[src/rtl/seg_scan_driver.sv]
// Eight-digit seven-segment scan driver: hex or unsigned decimal rendering of a
// 32-bit value, with a double-dabble engine feeding the decimal display.
module seg_scan_driver #(
    parameter int SCAN_DIV = 100000
) (
    input  logic        clk,
    input  logic        rstn,
    input  logic [31:0] data,
    input  logic        base,
    output logic [7:0]  digit_en,
    output logic [7:0]  sseg,
    output logic [7:0]  sseg1,
    output logic [1:0]  o_dbg_state
);

    localparam int DIV_W = (SCAN_DIV > 2) ? $clog2(SCAN_DIV) : 1;
    localparam logic [4:0] CODE_DASH  = 5'd16;
    localparam logic [4:0] CODE_BLANK = 5'd17;

    typedef enum logic [1:0] {
        IDLE   = 2'd0,
        SHIFT  = 2'd1,
        COMMIT = 2'd2
    } state_t;

    logic [DIV_W-1:0] r_div_cnt;
    logic [2:0]       r_idx;
    logic [31:0]      r_hex_q;

    state_t           r_state;
    logic [31:0]      r_last_conv;
    logic [31:0]      r_bin_sh;
    logic [39:0]      r_bcd;
    logic [4:0]       r_cnt;
    logic [31:0]      r_dec_q;
    logic             r_dec_ovf;

    logic [39:0]      w_bcd_adj;
    logic [3:0]       w_hex_nib;
    logic [3:0]       w_dec_nib;
    logic             w_dec_upper_zero;
    logic [4:0]       w_code;
    logic [7:0]       w_pat;

    function automatic logic [7:0] seg_pat(input logic [4:0] code);
        case (code)
            5'd0:    seg_pat = 8'hFC;
            5'd1:    seg_pat = 8'h60;
            5'd2:    seg_pat = 8'hDA;
            5'd3:    seg_pat = 8'hF2;
            5'd4:    seg_pat = 8'h66;
            5'd5:    seg_pat = 8'hB6;
            5'd6:    seg_pat = 8'hBE;
            5'd7:    seg_pat = 8'hE0;
            5'd8:    seg_pat = 8'hFE;
            5'd9:    seg_pat = 8'hF6;
            5'd10:   seg_pat = 8'hEE;
            5'd11:   seg_pat = 8'h3E;
            5'd12:   seg_pat = 8'h9C;
            5'd13:   seg_pat = 8'h7A;
            5'd14:   seg_pat = 8'h9E;
            5'd15:   seg_pat = 8'h8E;
            5'd16:   seg_pat = 8'h02;
            default: seg_pat = 8'h00;
        endcase
    endfunction

    // Scan timing runs freely; the conversion engine never stalls it.
    always_ff @(posedge clk) begin
        if (!rstn) begin
            r_div_cnt <= '0;
            r_idx     <= 3'd0;
            r_hex_q   <= 32'd0;
        end else begin
            r_hex_q <= data;
            if (r_div_cnt == DIV_W'(SCAN_DIV - 1)) begin
                r_div_cnt <= '0;
                r_idx     <= r_idx + 3'd1;
            end else begin
                r_div_cnt <= r_div_cnt + DIV_W'(1);
            end
        end
    end

    always_comb begin
        w_bcd_adj = r_bcd;
        for (int k = 0; k < 10; k++) begin
            if (r_bcd[4*k +: 4] >= 4'd5)
                w_bcd_adj[4*k +: 4] = r_bcd[4*k +: 4] + 4'd3;
        end
    end

    always_ff @(posedge clk) begin
        if (!rstn) begin
            r_state     <= IDLE;
            r_last_conv <= 32'd0;
            r_bin_sh    <= 32'd0;
            r_bcd       <= 40'd0;
            r_cnt       <= 5'd0;
            r_dec_q     <= 32'd0;
            r_dec_ovf   <= 1'b0;
        end else begin
            case (r_state)
                IDLE: begin
                    if (base && (data != r_last_conv)) begin
                        r_bin_sh    <= data;
                        r_last_conv <= data;
                        r_bcd       <= 40'd0;
                        r_cnt       <= 5'd0;
                        r_state     <= SHIFT;
                    end
                end
                SHIFT: begin
                    r_bcd    <= 40'({w_bcd_adj, r_bin_sh[31]});
                    r_bin_sh <= {r_bin_sh[30:0], 1'b0};
                    r_cnt    <= r_cnt + 5'd1;
                    if (r_cnt == 5'd31)
                        r_state <= COMMIT;
                end
                COMMIT: begin
                    r_dec_q   <= r_bcd[31:0];
                    r_dec_ovf <= |r_bcd[39:32];
                    r_state   <= IDLE;
                end
                default: r_state <= IDLE;
            endcase
        end
    end

    assign o_dbg_state = r_state;

    assign w_hex_nib        = r_hex_q[{r_idx, 2'b00} +: 4];
    assign w_dec_nib        = r_dec_q[{r_idx, 2'b00} +: 4];
    // Digit is a leading zero when it and everything above it is zero.
    assign w_dec_upper_zero = ((r_dec_q >> {r_idx, 2'b00}) == 32'd0);

    always_comb begin
        if (!base)
            w_code = {1'b0, w_hex_nib};
        else if (r_dec_ovf)
            w_code = CODE_DASH;
        else if ((r_idx != 3'd0) && w_dec_upper_zero)
            w_code = CODE_BLANK;
        else
            w_code = {1'b0, w_dec_nib};
    end

    assign w_pat = seg_pat(w_code);

    always_ff @(posedge clk) begin
        if (!rstn) begin
            digit_en <= 8'h00;
            sseg     <= 8'h00;
            sseg1    <= 8'h00;
        end else begin
            digit_en <= 8'd1 << r_idx;
            if (!r_idx[2]) begin
                sseg  <= w_pat;
                sseg1 <= 8'h00;
            end else begin
                sseg  <= 8'h00;
                sseg1 <= w_pat;
            end
        end
    end

endmodule

[config.mk]
export PLATFORM = sky130hd
export DESIGN_NAME = seg_scan_driver
export DESIGN_NICKNAME = d
export VERILOG_FILES = /design/src/rtl/seg_scan_driver.sv
export SDC_FILE = /design/constraint.sdc
export NUM_CORES = 1
export LEC_CHECK = 0
export ABC_AREA = 0
export CORE_UTILIZATION = 45
export DETAILED_ROUTE_END_ITERATION = 6
export GPL_ROUTABILITY_DRIVEN = 1
export PLACE_DENSITY = 0.66
export SLEW_MARGIN = 30
export SYNTH_ARGS = -nofsm -noshare
export SYNTH_HDL_FRONTEND = slang
export SYNTH_SLANG_ARGS = --single-unit
[constraint.sdc]
create_clock -name clk -period 2.9 [get_ports clk]
set_input_delay 0.29 -clock clk [delete_from_list [all_inputs] [get_ports clk]]
set_output_delay 0.29 -clock clk [all_outputs]
set_load 0.02 [all_outputs]
==> reports/qor.txt <==
Yosys reg bits: 218
nets: 1275
r2r worst-path depth: 10
Inserted Diodes: 0
Bufs on Longest Clock Path: 3
Detail Route Antenna Nets: 0
die width: 153 µm
reg2reg start: r_dec_q[18]
Synth Area in Compound Gates: 0.139
worst-path cell chain: nor4_2 > and3_1 > a311o_1 > and3_1 > a211o_1 > a31oi_4 > inv_1 > ha_1 > mux4_2 > nor2_1
layout cells sized above 1: 0.0982
Setup crit end: sseg1[4]
Rows: 55
worst-path fanout max: 4
EDFF count, synth: 0
CP startpoint kind: flip-flop
vias in the first global route: 7495
Placed Instances: 1463
Syn Area/Cell: 8.99 µm²
count of cell types in the netlist: 59
Tcrit/Tclk final: 0.953
Hold Vio Cnt, Final: 0
Detailed Place HPWL: 16000 µm
die area: 0.0235 mm²
setup bufs post-CTS: 0
area leader, netlist: dfxtp_1
CTS Buf Count: 24
Port Buffers: 58
Setup TNS Final: 0 ps
core area: 0.0226 mm²
crit path DAT: 3200 ps
final WL: 23300 µm
TritonCTS clock tree: done
GP Congestion: 0.887
post-layout util: 0.542
Simple-Gate Fraction of Synth Area: 0.223
top cells by area, synth: dfxtp_1 42%, nor2b_1 4.9%, ha_1 4.4%, xor2_1 4.3%, a21boi_0 4.3%
clk slew on worst S/H paths: 60 ps
Fmax achieved: 362 MHz
Via density: 5.30
r2r setup slk: 140 ps
CP Capture Type: flip-flop
DR vias: 7982
Worst-Margin Slew: 640 ps
Die Y: 153 µm
grt ovf: 0
Worst Setup Path Type: flip-flop to flip-flop
RSZ-0062 raised after global routing: false
post-synth top area share: 0.423
Finished Cell Area: 0.0122 mm²
CP dominant cell by count: and3_1
FF-to-FF End: sseg1[4]
CP Data Required Time: 3340 ps
worst path bufs/invs: 1
P&R area growth vs syn: 18.6%
GR Util All Layers: 0.199
PD cells: 560 mW/mm²
DRT iter0 DRCs: 511
CP top delay family: compound AO/OA/AOI/OAI gates
fin. max-slew vios: 0
first-pass GRT wire length: 38200 µm
# DRC: 0
Async SR Flop Fraction: 0
Synth Area in XOR/XNOR: 0.0586
largest net degree at the start of global routing: 180
min cycle time layout: 2760 ps
Avg WL per Cell: 15.5 µm
Layout Skew: 11.8 ps
status: completed
initial antenna violation count: 0
mux cell area share after synthesis: 0.0595
critical path depth: 10
Root Driver: clkbuf_16
worst hold path type: primary input to flip-flop
final setup fails: 0
VDD IR-drop max: 0.000347 V
Mapped Cells: 1147
clock sink count: 218
largest family of logic cells by synthesized area: simple AND/OR/NAND/NOR gates
pre-CTS WS: -206 ps
post-synthesis adder-cell area fraction: 0.0437
most common flop cell mapped by yosys: dfxtp_1
synth warn: 0
critical path's largest stage delay: 490 ps
hold_buf cts: 0
Slowest-stage cell, CP: mux4_2
clock latency on the worst-skew pair: 510 ps
iteration count of the initial detailed-routing pass: 6
Mapped Area: 0.0103 mm²
fin worst setup slack: 137 ps
Seq/Total Area, Yosys: 0.423
Slew headroom: 0.573
H-tree depth: 1
crit path launch: r_dec_q[18]
Initial Util: 0.457
IO Pins: 61
Layout Cells excl Fill: 1507
Pleak: 4.67 nW
DP Area: 0.0114 mm²
Max-Cap Viols: 0
power by group:
part	internal [W]	switching [W]	total (W)	leakage [nW]
combinational	0.000255	0.000318	0.000573	2.48
clock	0.00192	0.00120	0.00312	0.407
sequential	0.00309	0.0000549	0.00315	1.78
tightest hold or removal path, stage by stage:
cell     delay, ps
buf_4          160
nand2_1         70
nor3_1          40
cells in the final DEF (no fill, tap or decap), types with 5 or more instances in the layout:
master,n
and2_1,44
nand3_1,48
nand4_1,7
nand2b_1,14
xor2_1,51
a21boi_1,7
mux2i_1,5
inv_1,60
a221oi_1,32
nor3_1,23
buf_4,34
and3_1,14
nor2_1,75
clkbuf_1,6
mux4_1,6
clkinv_2,7
mux4_2,13
xnor2_1,18
nor4_1,14
ha_1,36
clkbuf_16,25
dfxtp_1,216
a21oi_1,46
o21ai_0,36
a21boi_0,59
a31oi_1,11
buf_12,8
clkdlybuf4s50_1,57
nand2_1,116
nor2b_1,78
per-stage QoR:
stage	power (W)	hold WS (ps)
2_1_floorplan	0.00355	412
3_3_place_gp	0.00378	444
3_5_place_dp	0.00379	454
4_1_cts	0.00692	66.8
5_1_grt	0.00711	88.9
6_report	0.00684	88.0
worst min path at each step:
| stage | startpoint | endpoint | slack (ps) | cells after the start |
|---|---|---|---|---|
| finish | rstn | sseg1[5] | 90 | 3 |
| global route | rstn | sseg1[5] | 90 | 3 |
| CTS | rstn | sseg1[5] | 70 | 3 |
| detailed placement | r_div_cnt[0] | r_div_cnt[0] | 450 | 1 |
| global placement | r_div_cnt[0] | r_div_cnt[0] | 440 | 1 |
| floorplan | data[0] | r_hex_q[0] | 410 | 1 |
state kept, by name, indices dropped and copies added (netlist names):
signal / count
r_div_cnt: 17
sseg1: 7
digit_en: 8
r_cnt: 5
r_idx: 3
r_bin_sh: 32
r_bcd: 40
r_hex_q: 32
r_last_conv: 32
sseg: 7
r_dec_ovf: 1
o_dbg_state: 2
r_dec_q: 32
logic make-up (layout without fill, tap and decap cells):
logic type               after synthesis  after routing
multiplexers                          31             31
AND/OR/NAND/NOR                      450            450
other                                  1              2
XOR/XNOR                              69             69
AO/OA/AOI/OAI                        211            211
buffers and inverters                131            205
flip-flops                           218            218
adder cells (fa/ha/maj)               36             36
timing repair:
action                                  4_1_cts  5_1_grt
gates resized for setup                       3        7
endpoints found under the setup margin       13        7
pin swaps                                     0        1
routing by layer:
metal / GRT usage / part of all wire / up-vias
met2: 0.333 / 0.47 / 182
met4: 0.0510 / 0.017 / 0
met3: 0.0258 / 0.040 / 26
li1: - / - / 4036
met1: 0.270 / 0.47 / 3738
met5: 0 / 0 / -
synth_stat cells (2+ instances only):
cell / count
dfxtp_1: 218
nand2_1: 116
nor2b_1: 80
nor2_1: 75
inv_1: 60
a21boi_0: 59
clkbuf_1: 52
xor2_1: 51
nand3_1: 48
a21oi_1: 46
and2_1: 44
ha_1: 36
o21ai_0: 36
a221oi_1: 32
nor3_1: 23
xnor2_1: 18
nor4_1: 17
nand2b_1: 15
and3_1: 14
a31oi_1: 12
mux4_2: 12
buf_2: 11
a21boi_1: 7
mux4_1: 7
nand4_1: 7
mux2i_1: 5
buf_4: 3
mux2_2: 3
a211oi_1: 2
a22oi_1: 2
a41oi_1: 2
buf_1: 2
mux2_4: 2
mux2i_4: 2
nand3b_1: 2
nor4b_1: 2
o22ai_1: 2
area by class of cell:
class                      count  area [µm²]
fill                        2075       10300
multi-input combinational    799        5460
sequential                   218        4370
timing repair buffer         100         997
clock buffer                  34         689
tap                          285         357
inverter                      61         231
clock inverter                10         125
No activity file was read; power rests on OpenSTA's default activity.
